File: config.mk
export PLATFORM = sky130hd
export DESIGN_NAME = ps2_key_sequencer
export DESIGN_NICKNAME = d
export VERILOG_FILES = /design/src/rtl/ps2_key_sequencer.sv
export SDC_FILE = /design/constraint.sdc
export NUM_CORES = 1
export LEC_CHECK = 0
export CAP_MARGIN = 40
export CELL_PAD_IN_SITES_DETAIL_PLACEMENT = 0
export CELL_PAD_IN_SITES_GLOBAL_PLACEMENT = 2
export CORE_ASPECT_RATIO = 0.6
export CORE_MARGIN = 2
export CORE_UTILIZATION = 40
export DETAILED_ROUTE_END_ITERATION = 16
export GPL_TIMING_DRIVEN = 0
export PLACE_DENSITY = 0.82
export SYNTH_ARGS = -nofsm -noshare
export SYNTH_HDL_FRONTEND = slang
export SYNTH_SLANG_ARGS = --single-unit
export TNS_END_PERCENT = 5
File: constraint.sdc
create_clock -name clk -period 5.1 [get_ports clk]
set_clock_uncertainty 0.2 [all_clocks]
set_input_delay 1.02 -clock clk [delete_from_list [all_inputs] [get_ports clk]]
set_output_delay 1.02 -clock clk [all_outputs]
set_load 0.02 [all_outputs]
File: src/rtl/ps2_key_sequencer.sv
// Polls the ps2_if receive FIFO and folds PS/2 set-2 E0/F0 prefix streams into single key events.
// Optional build macro: PS2_KEY_REPEAT_FILTER_EN suppresses typematic repeats of the last make.
module ps2_key_sequencer #(
  parameter int POLL_DIV = 64,
  parameter int FIFO_LAT = 1,
  parameter int TIMEOUT  = 250000
) (
  input  logic       clk,
  input  logic       rst,
  input  logic       fifo_empty,
  input  logic [7:0] fifo_data,
  output logic       fifo_rd,
  output logic [7:0] key_code,
  output logic       key_ext,
  output logic       key_break,
  output logic       key_valid,
  output logic       proto_err
);

  localparam int PW = (POLL_DIV > 1) ? $clog2(POLL_DIV) : 1;
  localparam int WW = (FIFO_LAT > 1) ? $clog2(FIFO_LAT) : 1;
  localparam int TW = (TIMEOUT > 1)  ? $clog2(TIMEOUT)  : 1;

  localparam logic [1:0] S_POLL = 2'd0;
  localparam logic [1:0] S_POP  = 2'd1;
  localparam logic [1:0] S_WAIT = 2'd2;
  localparam logic [1:0] S_DEC  = 2'd3;

  logic [1:0]    state;
  logic [PW-1:0] poll_cnt;
  logic [WW-1:0] wait_cnt;
  logic [TW-1:0] tmo_cnt;
  logic [7:0]    byte_r;
  logic          ext_f;
  logic          brk_f;
  logic          poll_hit;
  logic          is_e0;
  logic          is_f0;
  logic          is_bad;
  logic          suppress;

  assign poll_hit = (poll_cnt == PW'(POLL_DIV - 1));
  assign fifo_rd  = (state == S_POP);
  assign is_e0    = (byte_r == 8'hE0);
  assign is_f0    = (byte_r == 8'hF0);
  assign is_bad   = (byte_r == 8'hE1) || (byte_r == 8'h00) || (byte_r == 8'hFF);

`ifdef PS2_KEY_REPEAT_FILTER_EN
  logic       lm_vld;
  logic       lm_ext;
  logic [7:0] lm_code;
  logic       lm_match;

  assign lm_match = lm_vld && (lm_ext == ext_f) && (lm_code == byte_r);

  always_comb begin
    suppress = 1'b0;
    if (!brk_f && lm_match) suppress = 1'b1;
  end

  // Emitted makes arm the filter; a matching break disarms it so the next press gets through.
  always_ff @(posedge clk or posedge rst) begin
    if (rst) begin
      lm_vld  <= 1'b0;
      lm_ext  <= 1'b0;
      lm_code <= 8'h00;
    end else if (state == S_DEC && !is_e0 && !is_f0 && !is_bad) begin
      if (brk_f) begin
        if (lm_match) lm_vld <= 1'b0;
      end else if (!lm_match) begin
        lm_vld  <= 1'b1;
        lm_ext  <= ext_f;
        lm_code <= byte_r;
      end
    end
  end
`else
  always_comb begin
    suppress = 1'b0;
  end
`endif

  always_ff @(posedge clk or posedge rst) begin
    if (rst) begin
      poll_cnt <= '0;
    end else if (poll_hit) begin
      poll_cnt <= '0;
    end else begin
      poll_cnt <= poll_cnt + 1'b1;
    end
  end

  always_ff @(posedge clk or posedge rst) begin
    if (rst) begin
      state     <= S_POLL;
      wait_cnt  <= '0;
      tmo_cnt   <= '0;
      byte_r    <= 8'h00;
      ext_f     <= 1'b0;
      brk_f     <= 1'b0;
      key_code  <= 8'h00;
      key_ext   <= 1'b0;
      key_break <= 1'b0;
      key_valid <= 1'b0;
      proto_err <= 1'b0;
    end else begin
      key_valid <= 1'b0;
      proto_err <= 1'b0;
      case (state)
        S_POLL: begin
          // A pop at the poll instant takes priority over an expiring prefix.
          if (poll_hit && !fifo_empty) begin
            state   <= S_POP;
            tmo_cnt <= '0;
          end else if (ext_f || brk_f) begin
            if (tmo_cnt == TW'(TIMEOUT - 1)) begin
              proto_err <= 1'b1;
              ext_f     <= 1'b0;
              brk_f     <= 1'b0;
              tmo_cnt   <= '0;
            end else begin
              tmo_cnt <= tmo_cnt + 1'b1;
            end
          end else begin
            tmo_cnt <= '0;
          end
        end
        S_POP: begin
          state    <= S_WAIT;
          wait_cnt <= '0;
          tmo_cnt  <= '0;
        end
        S_WAIT: begin
          if (wait_cnt == WW'(FIFO_LAT - 1)) begin
            byte_r <= fifo_data;
            state  <= S_DEC;
          end else begin
            wait_cnt <= wait_cnt + 1'b1;
          end
        end
        S_DEC: begin
          state <= S_POLL;
          if (is_e0 && !ext_f && !brk_f) begin
            ext_f <= 1'b1;
          end else if (is_f0 && !brk_f) begin
            brk_f <= 1'b1;
          end else if (!is_e0 && !is_f0 && !is_bad) begin
            if (!suppress) begin
              key_code  <= byte_r;
              key_ext   <= ext_f;
              key_break <= brk_f;
              key_valid <= 1'b1;
            end
            ext_f <= 1'b0;
            brk_f <= 1'b0;
          end else begin
            proto_err <= 1'b1;
            ext_f     <= 1'b0;
            brk_f     <= 1'b0;
          end
        end
        default: state <= S_POLL;
      endcase
    end
  end

endmodule

After elaboration in Yosys (flattened, before gate mapping) --
Cells that the tools add are included. W data, S select, Z words.
Storage, ports and cells: register bits 49, latch bits 0, RAM bits 0, ROM bits 0, input port bits 11, output and inout port bits 13, logic and storage cells 89, memories 0
Operators by class: add/subtract/negate cells 3, $mul 0, div/mod/pow operators 0, magnitude comparators 0, eq/ne operators 16, shift operators 0, multiplexer cells 30, bitwise gates (word level) 3, reduce and logical (&&, ||, !) cells 25
Operators with widths (count):
- $mux W18 | 3
- $pmux W18 S2 | 1
- $eq A8 B8 Y1 const B | 4
- $add A18 B1 Y18 const B | 1
- $eq A18 B18 Y1 const B | 1
- $mux W1 | 18
- $ne A2 B2 Y1 const B | 6
- $reduce_and A5 Y1 | 2
- $logic_not A8 Y1 | 1
- $pmux W1 S2 | 4
- $pmux W2 S4 | 1
- $add A6 B1 Y6 const B | 1
- $eq A6 B6 Y1 const B | 1
- $logic_and A1 B1 Y1 | 6
- $logic_not A1 Y1 | 6
- $mux W6 | 1
- $reduce_bool A2 Y1 | 3
- $eq A2 B2 Y1 const B | 2
- $mux W2 | 2
- $reduce_and A2 Y1 | 2
- $reduce_and A4 Y1 | 1
- $logic_or A1 B1 Y1 | 3
- $ne A3 B3 Y1 const B | 1
- $not A1 Y1 | 3
- 3 further kinds | 3

Longest topological paths before layout --
word-level depth 9, mapped depth 7, depth with buffers taken out 7

Worst setup path before layout --
No wires, ideal clock.
kind input -> register, start input fifo_empty, end register tmo_cnt[15], library setup time 69 ps, arrival time 2252 ps, required time 4831 ps, setup slack 2579 ps, stages 6, path buffers 1, path through nand3b_2 o21ai_2 or3_1 clkbuf_2 or4_1 nand3_1
On the way: cells in the longest elaborated chain, start to end 4
RTL lines:
- from (decl) | RTL line 10 | input logic fifo_empty,
- $logic_not A1 Y1 | RTL line 112 | if (poll_hit && !fifo_empty) begin
- $logic_and A1 B1 Y1 | RTL line 112
- $mux W18 | RTL line 112
- $pmux W18 S2 | RTL line 109 | case (state)
- to (signal assigned) | RTL line 122 | tmo_cnt <= tmo_cnt + 1'b1;
- to (decl) | RTL line 32 | logic [TW-1:0] tmo_cnt;
No other way between the ends. A chain may end at the register's enable or synchronous reset.

Worst setup path after layout --
start register state[1], end output fifo_rd
On the way: cells in the longest elaborated chain, start to end 1
RTL lines:
- from (decl) | RTL line 29 | logic [1:0] state;
- from (signal assigned) | RTL line 95 | state <= S_POLL;
- from (signal assigned) | RTL line 113 | state <= S_POP;
- from (signal assigned) | RTL line 129 | state <= S_WAIT;
- $eq A2 B1 Y1 | RTL line 43 | assign fifo_rd = (state == S_POP);
- to (decl) | RTL line 12 | output logic fifo_rd,
No other way between the ends.

==> qor.yml <==
run_status:
  status: "finished clean"
timing:
  slew_headroom_pct: 59.2
  maxSlewViolCount: 0
  rsz0062_at_grt: "no"
  min_period_over_period_pct: 56.9
  finalHoldViolCount: 0
  fmax_ghz: 0.345
  worst_pin_slew_ns: 0.607
  final.min_clock_period_ns: 2.90
  finalSetupViolations: 0
  finalSetupTns_ns: 0
pwr:
  power_frac_clock_pct: 36.9
  p_leak_nw: 1.19
  vdd_ir_drop_max_v: 0.000104
  intPower_uw: 486
  switching_share_pct: 22.8
  p_sw_uw: 144
  pwr-share-seq_pct: 60.4
  combPwrFrac_pct: 2.7
  power_density_nw_per_um2: 221
yosys:
  synth_nets: 244
  netlist_area_um2: 2410
  synth_seq_area_share_pct: 49.7
  synth-edff-count: 0
  post_synth.cell_area_avg_um2: 10.6
  synth_ff_type: "dfrtp_1"
  synth_cells: 227
  synth_warnings: 0
  synth.distinct_cells: 46
  async_flop_share_pct: 100
  synth_seq_cells: 48
floorplanning:
  start_util_pct: 42.4
  core_area_um2: 5700
  ios: 24
  die_h_um: 64.2
  row_count: 21
  die_area_um2: 6700
  die_w_um: 104
worst_setup_path:
  path_cells: "inv_1 -> ha_1 -> clkdlybuf4s50_1"
  r2r_start: "poll_cnt[0]"
  end_kind: "output pin"
  cp_data_arrival_time_ns: 1.68
  critical_path_class: "reg2out"
  cpPeakStageDelay_ns: 0.64
  cp_max_fo: 5
  cp.required_ns: 3.88
  cp-start-kind: "register"
  crit_slowest_cell: "clkdlybuf4s50_1"
  crit_start: "state[1]"
routing:
  wl_per_cell_um: 15.4
  remaining_drc_errors: 0
  firstDrtPassIters: 4
  routed_via_density: 5.34
  drt_iter0_markers: 145
  routed_wl_mm: 5.21
  vias: 1811
  ant_nets: 0
clock_tree:
  htreeDepth: 2
  tritoncts: "done"
  cts_buffer_depth: 2
  numCtsBuffers: 5
  cts_resized: 0
  cts-root-buf: "clkbuf_8"
  clkLatencyLatePin_ns: 0.31
  postCtsHoldBufs: 0
  postCtsSetupBuffers: 0
  path_clk_slew_ns: 0.09
  cts.sinks: 48
cells_and_area:
  final_cell_mix: "dfrtp_1 (48), nand2_1 (23), clkdlybuf4s50_1 (23)"
  n_fill_cell: 555
  multi_input_area_um2: 1130
  diodes: 0
  final_common_cell: "dfrtp_1"
  drive_above_1_share_pct: 18.1
  utilization_pct: 50.1
  syn2layout_area_growth_pct: 18.2
  nets: 275
  seqCellArea_um2: 1200
global_routing:
  grt_pass1_wl_mm: 9.36
  top_usage_layer: "met1"
  grt-ovfl-total: 0
  antenna_found_initial: 0
  use_met2_pct: 22.7
  grt_pass1_vias: 1783
  grt_max_degree: 34
  grtUsageMet1_pct: 29.1
  use_met3_pct: 3.98
  track_usage_pct: 17.9
run:
  max_cap_violations: 0
hold_path:
  hold_start: "poll_cnt[4]"
  hold_class: "reg2reg"
placed_design:
  place_congestion: 0.786
  hpwl_mm: 3.91
  port_buffers: 23
==> cells in the mapped netlist, types with 3 or more instances <==
library cell	instances	area, µm²
dfrtp_1	48	1200
nand2_1	23	86.3
nand3_1	20	100
inv_1	10	37.5
nor2_1	10	37.5
o21ai_0	10	50.1
mux2_2	9	101
mux2_4	9	135
a21oi_1	7	35.0
a31oi_1	6	37.5
ha_1	6	75.1
nand4_1	5	31.3
or2_2	4	25.0
xnor2_1	4	35.0
clkbuf_1	3	11.3
nor3_1	3	15.0
nor4_1	3	18.8
o22ai_1	3	18.8
or3_1	3	18.8
or3_2	3	22.5
xor2_1	3	26.3
==> through the flow <==
stage / setup slack [ns] / std cells / instance area, µm² / power [mW] / hold WS [ns]
floorplan: 2.58 / 227 / 2410 / 0.394 / 0.264
global placement: 1.69 / 330 / 2750 / 0.404 / 0.284
detailed placement: 1.92 / 331 / 2770 / 0.406 / 0.292
CTS: 2.17 / 339 / 2860 / 0.641 / 0.308
global route: 1.95 / 339 / 2860 / 0.657 / 0.337
finish: 2.20 / 339 / 2860 / 0.630 / 0.303
==> flip-flops by register name, indices dropped and copies added, names as in the netlist <==
register,count
brk_f,1
byte_r,8
ext_f,1
state,2
poll_cnt,6
proto_err,1
tmo_cnt,18
key_ext,1
key_code,8
key_valid,1
key_break,1
==> final cells by class <==
type	instances	share of cell area [%]
Clock inverter	3	0.745
Inverter	10	1.31
Sequential cell	48	42.1
Tap cell	80	3.51
Multi-Input combinational cell	161	39.7
Clock buffer	5	2.41
Buffer	8	1.49
Timing Repair Buffer	24	8.76
==> routing by layer <==
metal / wire (µm) / share of wire (%)
met5: 0 / 0
met1: 3020 / 58
met4: 82 / 1.6
met3: 294 / 5.6
met2: 1810 / 35
==> cell families (layout without fill, tap and decap cells) <==
group,after synthesis,after routing,synth area share (%)
adders and majority gates,6,6,3.11
DFF,48,48,49.7
and+or+nand+nor,91,91,21.0
muxes,20,20,10.6
xor gates and xnor gates,7,7,2.54
buffers and inverters,18,50,3.32
AOI/OAI and AO/OA,37,37,9.69
==> power groups by stage <==
| stage | combinational (mW) | clock [mW] | sequential [mW] |
|---|---|---|---|
| floorplan | 0.00582 | 0 | 0.388 |
| global placement | 0.0160 | 0 | 0.388 |
| detailed placement | 0.0180 | 0 | 0.388 |
| CTS | 0.0180 | 0.243 | 0.380 |
| global route | 0.0196 | 0.257 | 0.380 |
| finish | 0.0172 | 0.232 | 0.380 |
==> worst max-delay path, delay by kind of cell (launching register included) <==
family                   cells  cell delay (ns)
adder cells (fa/ha/maj)      1             0.23
buffers and inverters        2             0.74
flip-flops                   1             0.41
==> path summary, 6_finish.rpt <==
check                              end  slack (ns)  depth (start not counted)
max                            fifo_rd        2.20                          3
max reg2reg                tmo_cnt[11]        2.67                          6
min reg2reg                poll_cnt[4]        0.30                          1
max in group asynchronous     state[1]        3.40                          3
min in group asynchronous  tmo_cnt[13]        0.80                          2
min                        poll_cnt[4]        0.30                          1
(Power assumes the default switching activity.)
